## src/rtl/line_buffer_feeder.sv

```systemverilog
// line_buffer_feeder
//   Streams one IMG_WIDTH x IMG_HEIGHT frame out of a feature-map memory into a
//   KERNEL_SIZE-wide line buffer. A start pulse in IDLE launches a frame. One
//   read is issued per cycle unless hold is high. Every read pixel is forwarded
//   exactly one cycle later, tagged with its column/row position and with a
//   flag that says whether a full KxK window is now available.
//
//   Optional build macro: LINE_BUFFER_FEEDER_BASE_ADDR_EN
//     When defined, adds a base_addr input. It is latched on an accepted start
//     and added to the pixel index, wrapping modulo 2^ADDR_WIDTH.
//     When undefined, the base address is zero.
//
// Ports
//   clk, rst      rising-edge clock, asynchronous active-high reset
//   start         frame request (accepted only in IDLE)
//   hold          backpressure: suppresses new reads while high
//   base_addr     frame base address (only with the macro)
//   mem_rd_en     memory read strobe
//   mem_addr      memory read address
//   mem_rd_data   read data, valid one cycle after mem_rd_en
//   enable        line-buffer shift strobe
//   data_out      pixel to the line buffer; holds its value when enable is low
//   col_idx       column of the pixel on data_out
//   row_idx       row of the pixel on data_out
//   window_valid  a complete KxK window exists after this shift
//   busy          frame in progress (READ or FLUSH)
//   done          one-cycle pulse, aligned with the final pixel's enable
module line_buffer_feeder #(
    parameter int unsigned DATA_WIDTH  = 32,
    parameter int unsigned KERNEL_SIZE = 5,
    parameter int unsigned IMG_WIDTH   = 28,
    parameter int unsigned IMG_HEIGHT  = 28,
    parameter int unsigned ADDR_WIDTH  = 10
) (
    input  logic                  clk,
    input  logic                  rst,
    input  logic                  start,
    input  logic                  hold,
`ifdef LINE_BUFFER_FEEDER_BASE_ADDR_EN
    input  logic [ADDR_WIDTH-1:0] base_addr,
`endif
    output logic                  mem_rd_en,
    output logic [ADDR_WIDTH-1:0] mem_addr,
    input  logic [DATA_WIDTH-1:0] mem_rd_data,
    output logic                  enable,
    output logic [DATA_WIDTH-1:0] data_out,
    output logic [ADDR_WIDTH-1:0] col_idx,
    output logic [ADDR_WIDTH-1:0] row_idx,
    output logic                  window_valid,
    output logic                  busy,
    output logic                  done
);

    localparam int unsigned NPIX = IMG_WIDTH * IMG_HEIGHT;
    localparam logic [ADDR_WIDTH-1:0] LAST_PIX = ADDR_WIDTH'(NPIX - 1);
    localparam logic [ADDR_WIDTH-1:0] LAST_COL = ADDR_WIDTH'(IMG_WIDTH - 1);
    localparam logic [ADDR_WIDTH-1:0] LAST_ROW = ADDR_WIDTH'(IMG_HEIGHT - 1);
    localparam logic [ADDR_WIDTH-1:0] K_EDGE   = ADDR_WIDTH'(KERNEL_SIZE - 1);

    typedef enum logic [1:0] {
        IDLE,
        READ,
        FLUSH
    } state_t;

    state_t state, state_next;

    logic [ADDR_WIDTH-1:0] pix;
    logic [ADDR_WIDTH-1:0] rd_col;    // position of the pixel read next
    logic [ADDR_WIDTH-1:0] rd_row;
    logic [ADDR_WIDTH-1:0] base;
    logic [ADDR_WIDTH-1:0] base_sel;
    logic [DATA_WIDTH-1:0] data_hold;
    logic                  accept;

`ifdef LINE_BUFFER_FEEDER_BASE_ADDR_EN
    assign base_sel = base_addr;
`else
    assign base_sel = '0;
`endif

    assign accept   = (state == IDLE) && start;
    assign mem_addr = base + pix;   // natural wrap modulo 2^ADDR_WIDTH

    // data_out follows the memory during an enable cycle and otherwise replays
    // the last forwarded pixel.
    assign data_out = enable ? mem_rd_data : data_hold;

    assign window_valid = enable && (row_idx >= K_EDGE) && (col_idx >= K_EDGE);

    always_comb begin
        state_next = state;
        mem_rd_en  = 1'b0;
        busy       = 1'b0;
        done       = 1'b0;
        case (state)
            IDLE: begin
                if (start) state_next = READ;
            end
            READ: begin
                busy      = 1'b1;
                mem_rd_en = !hold;
                if (!hold && pix == LAST_PIX) state_next = FLUSH;
            end
            FLUSH: begin
                busy       = 1'b1;
                done       = 1'b1;
                state_next = IDLE;
            end
            default: state_next = IDLE;
        endcase
    end

    always_ff @(posedge clk or posedge rst) begin
        if (rst) state <= IDLE;
        else     state <= state_next;
    end

    // The position tags are captured alongside each read, so col_idx and
    // row_idx change at the same edge that raises enable for that pixel.
    always_ff @(posedge clk or posedge rst) begin
        if (rst) begin
            enable    <= 1'b0;
            data_hold <= '0;
            pix       <= '0;
            rd_col    <= '0;
            rd_row    <= '0;
            col_idx   <= '0;
            row_idx   <= '0;
            base      <= '0;
        end else begin
            enable    <= mem_rd_en;
            data_hold <= data_out;
            if (accept) begin
                pix     <= '0;
                rd_col  <= '0;
                rd_row  <= '0;
                col_idx <= '0;
                row_idx <= '0;
                base    <= base_sel;
            end else if (mem_rd_en) begin
                col_idx <= rd_col;
                row_idx <= rd_row;
                pix     <= (pix == LAST_PIX) ? '0 : pix + 1'b1;
                if (rd_col == LAST_COL) begin
                    rd_col <= '0;
                    rd_row <= (rd_row == LAST_ROW) ? '0 : rd_row + 1'b1;
                end else begin
                    rd_col <= rd_col + 1'b1;
                end
            end
        end
    end

endmodule

```

## config.mk

```make
export PLATFORM = sky130hd
export DESIGN_NAME = line_buffer_feeder
export DESIGN_NICKNAME = d
export VERILOG_FILES = /design/src/rtl/line_buffer_feeder.sv
export SDC_FILE = /design/constraint.sdc
export NUM_CORES = 1
export LEC_CHECK = 0
export CAP_MARGIN = 30
export CORE_UTILIZATION = 53
export CTS_BUF_LIST = sky130_fd_sc_hd__clkbuf_8 sky130_fd_sc_hd__clkbuf_16
export CTS_CLUSTER_DIAMETER = 30
export DETAILED_ROUTE_END_ITERATION = 6
export GPL_TIMING_DRIVEN = 0
export PLACE_DENSITY = 0.95
export SLEW_MARGIN = 20
export SYNTH_ARGS = -nofsm -noshare
export SYNTH_HDL_FRONTEND = slang
export SYNTH_SLANG_ARGS = --single-unit
export TNS_END_PERCENT = 20
```

## constraint.sdc

```tcl
create_clock -name clk -period 5.9 [get_ports clk]
set_input_delay 1.18 -clock clk [delete_from_list [all_inputs] [get_ports clk]]
set_output_delay 1.18 -clock clk [all_outputs]
set_load 0.1 [all_outputs]
```

Yosys cells after proc, flatten, opt, wreduce, memory -nomap -nowiden

Cells that the tools add are included.

Latch bits: 0
Memory bits (writable): 0
Output and inout port bits: 67
Bits in registers: 85
Word-level logic and storage cells: 52
Memories: 0
Bits in read-only memories: 0

Mux-type cells: 21
Shift operators: 0
Order comparisons: 2
$add $sub $neg: 3
Multiply operators: 0
Eq/ne operators: 7
Div/mod/pow operators: 0
Bitwise gates (word level): 0
Reductions and logical operators: 11

Operators by type and width:

| cell                    | number |
|---|---|
| $mux W10                | 14 |
| $mux W32                | 1 |
| $add A10 B1 Y10 const B | 3 |
| $eq A10 B5 Y1 const B   | 2 |
| $ge A10 B3 Y1 const B   | 2 |
| $eq A10 B10 Y1 const B  | 1 |
| $logic_and A1 B1 Y1     | 4 |
| $mux W2                 | 2 |
| $ne A2 B2 Y1 const B    | 2 |
| $pmux W2 S2             | 1 |
| $reduce_and A2 Y1       | 2 |
| $reduce_bool A2 Y1      | 2 |
| $mux W1                 | 3 |
| $eq A2 B1 Y1 const B    | 1 |
| $eq A2 B2 Y1 const B    | 1 |
| $logic_not A2 Y1        | 1 |
| $reduce_or A2 Y1        | 1 |
| $logic_not A1 Y1        | 1 |

Depth between registers and ports, before layout

Gate-level depths: netlist (run 1).

Word-level depth: 5
Gate-level depth with buffers: 9
Depth with buffers taken out: 7

Least setup slack after synthesis (run 1)

OpenSTA, ideal clock, no wires.

Path kind: reg2out
Start: reg enable
End: out window_valid
Buffers on the path: 2
Data required time: 4720 ps
Arrival time: 3143 ps
Cell stages (with the launch flop): 5
Slack: 1577 ps
Cell sequence: dfrtp_1 > clkbuf_1 > clkbuf_1 > o21ai_0 > a21oi_1

Longest elaborated chain between the ends: 2

Ends and longest elaborated chain:

| item                              | RTL line | text |
|---|---|---|
| from (decl)                       | 45       | `output logic enable,` |
| from (signal assigned)            | 132      | `enable <= mem_rd_en;` |
| $logic_and A1 B1 Y1 (2 in series) | 89       | `assign window_valid = enable && (row_idx >= K_EDGE) && (col_idx >= K_EDGE);` |
| to (decl)                         | 49       | `output logic window_valid,` |

No other way between the ends.

Worst setup path in the final report (run 1)

Start: in hold
End: out mem_rd_en

Longest elaborated chain between the ends: 2

Ends and longest elaborated chain:

| item             | RTL line | text |
|---|---|---|
| from (decl)      | 38       | `input logic hold,` |
| $logic_not A1 Y1 | 102      | `mem_rd_en = !hold;` |
| $mux W1          | 96       | `case (state)` |
| to (decl)        | 42       | `output logic mem_rd_en,` |

No other way between the ends.

==> results.tsv, run 1 <==
metric	value	unit
cp_max_fo	11	
n_fill_cell	391	
h-tree-depth	3	
clk-insertion-delay-late	0.37	ns
die_area	7810	sq um
mostFrequentLayoutCell	clkdlybuf4s50_1	
vias	3901	
clk_path_buf_depth	2	
rsz0062_at_grt	false	
worstMarginPinSlew	1.05	ns
synth_nets	414	
start_util	0.548	
die_h	88.4	microns
synth.distinct_cells	45	
min_from	data_hold[26]	
worst_setup_path_end_kind	output port	
fin_crit	5.30	ns
clock-root-buffer	clkbuf_8	
overflow	0	
hold_viol_final	0	
fin_tns_setup	0	ns
path_clk_slew	0.08	ns
ys.flop_type	dfrtp_1	
holdBufCountCts	0	
ios	103	
slew_headroom	0.298	
post_cts_buffers	0	
grt_max_degree	56	
grt_pass1_vias	3918	
r2r_setup_slack	3.52	ns
cp_cell_sequence	clkdlybuf4s50_1 > nand2b_1 > clkbuf_1 > inv_1 > buf_2 > buf_2 > clkdlybuf4s50_1	
async_flop_share	1.00	
via_per_inst	6.63	
hpwl	8.61	mm
hold_depth	1	
drt.antenna.violating_nets	0	
ys_seq_elements	85	
outcome	completed	
yosys-top-cells-area	dfrtp_1 54%, mux2_2 10%, nand2_1 5.9%, a21oi_1 3.9%, ha_1 2.5%	
synth_area	3960	sq um
layout-drive-gt1-share	0.125	
crit_start	hold	
grt.total_usage	0.388	
area_delta_synth_final	34.6	%
drt-initial-drc-count	690	
reg2regPathDepth	9	
syn_area_per_cell	10.7	sq um
cts_tree	built	
die_w	88.4	microns
max_stage_delay	1.20	ns
post_cts_resized	0	
gp_congestion	0.903	
start_kind	primary input	
netlist.top_cell.by_area	dfrtp_1	
numCtsBuffers	9	
drt_wl_total	14.0	mm
clock-sinks	85	
path_buf_inv	6	
drv_cap	0	
setup_violations	0	
worst_r2r_endpoint	row_idx[5]	
rows	31	
final_max_slew_viol_count	0	
yosys_warnings	0	
crit_path_top_delay_cell	clkdlybuf4s50_1	
antenna_found_initial	1	
yosysSeqAreaShare	0.538	
netlist_instances	370	
crit_family	buffers and inverters	
grt_pass1_wl	21.9	mm
firstDrtPassIters	7	
wl_per_cell	23.9	microns
core-area	7210	sq um
path_class	in2out	
hp-class	reg2reg	
cp.required	4.72	ns
r2r-start	state[1]	
holdPathEnd	data_hold[26]	
clock_skew	0.0182	ns
synth_enable_flop_cells	0	
mostFrequentLayoutCells	102 x clkdlybuf4s50_1, 85 x dfrtp_1, 62 x nand2_1	
crit_arrival	4.12	ns
drc	0	
synth_top_area_share	0.538	
port-buffer-count	102	
fmax	0.189	GHz
fin_crit_sh	0.899	
num-nets-final	528	
diodes	0	
==> cell usage after synthesis (7+ instances only) <==
cell type,instances
inv_1,7
nor3_1,7
nand3_1,12
nor2_1,22
clkbuf_1,16
mux2_2,35
nand4_1,9
a21oi_1,31
ha_1,8
o21ai_0,8
nand2_1,62
dfrtp_1,85
==> metal layers <==
layer | global-route usage | vias up | part of all wire
met1 | 0.426 | 1774 | 0.32
met3 | 0.146 | 150 | 0.14
met4 | 0.280 | 0 | 0.086
met5 | 0 | - | 0
met2 | 0.620 | 433 | 0.46
li1 | - | 1544 | -
==> cell families (layout without fill, tap and decap cells) <==
group,count (synthesis),in the layout,synth area share
buf+inv,27,146,0.0269
flops,85,85,0.538
compound gates,64,64,0.105
xor+xnor,9,9,0.0199
fa+ha+maj,8,8,0.0253
simple gates,137,137,0.173
mux,40,40,0.112
==> worst register-to-register path: stages (launching register included) <==
cell and delay (ns):
dfrtp_1 0.41, inv_1 0.13, ha_1 0.25, nand2b_1 0.08, clkbuf_1 0.23, inv_1 0.24, buf_2 0.30, buf_2 0.32
nand2_1 0.13, a21oi_1 0.20
==> registers in the layout (all words and copies together), names as in the netlist <==
| name | count |
|---|---|
| pix | 10 |
| data_hold | 32 |
| row_idx | 10 |
| state | 2 |
| col_idx | 10 |
| enable | 1 |
| rd_col | 10 |
| rd_row | 10 |
==> cell type report <==
class	instances	area [sq um]	area share
Buffer	20	80.1	0.0150
Clock buffer	10	138	0.0259
Clock inverter	6	55.1	0.0103
Inverter	7	28.8	0.00541
Multi-Input combinational cell	258	1720	0.323
Sequential cell	85	2130	0.400
Tap cell	99	124	0.0233
Timing Repair Buffer	103	1050	0.197
==> stage by stage <==
step | util | instances | setup slack [ns] | hold slack, ns | cell area (sq um)
6_report | 0.738 | 588 | 0.596 | 0.507 | 5320
2_1_floorplan | - | 370 | 1.58 | 0.491 | 3960
3_3_place_gp | 0.707 | 571 | 0.842 | 0.478 | 5100
4_1_cts | 0.738 | 588 | 0.760 | 0.507 | 5320
3_5_place_dp | 0.711 | 572 | 0.822 | 0.487 | 5130
5_1_grt | 0.738 | 588 | 0.641 | 0.518 | 5320
==> worst max path at each step <==
stage                         to  depth (start not counted)  slack (ns)
floorplan           window_valid                          4        1.58
global placement       mem_rd_en                          7        0.84
detailed placement     mem_rd_en                          7        0.82
CTS                    mem_rd_en                          7        0.76
global route           mem_rd_en                          7        0.64
finish                 mem_rd_en                          7        0.60
Power of run 1 is left out: the tool's default activity adds up to more than one toggle a clock period on the data nets, which glitch-free logic cannot reach.
==> inputs of run 2 (changes only) <==
--- a/config.mk
+++ b/config.mk
@@ -8,10 +8,11 @@
 export CAP_MARGIN = 30
 export CORE_UTILIZATION = 53
 export CTS_BUF_LIST = sky130_fd_sc_hd__clkbuf_8 sky130_fd_sc_hd__clkbuf_16
-export CTS_CLUSTER_DIAMETER = 30
+export CTS_CLUSTER_DIAMETER = 200
 export DETAILED_ROUTE_END_ITERATION = 6
 export GPL_TIMING_DRIVEN = 0
 export PLACE_DENSITY = 0.95
+export SETUP_SLACK_MARGIN = 0.02
 export SLEW_MARGIN = 20
 export SYNTH_ARGS = -nofsm -noshare
 export SYNTH_HDL_FRONTEND = slang
==> results of run 2 <==
Final layout, timing and power as in run 1 (identical DEF).
Power of run 2 is left out for the same reason.
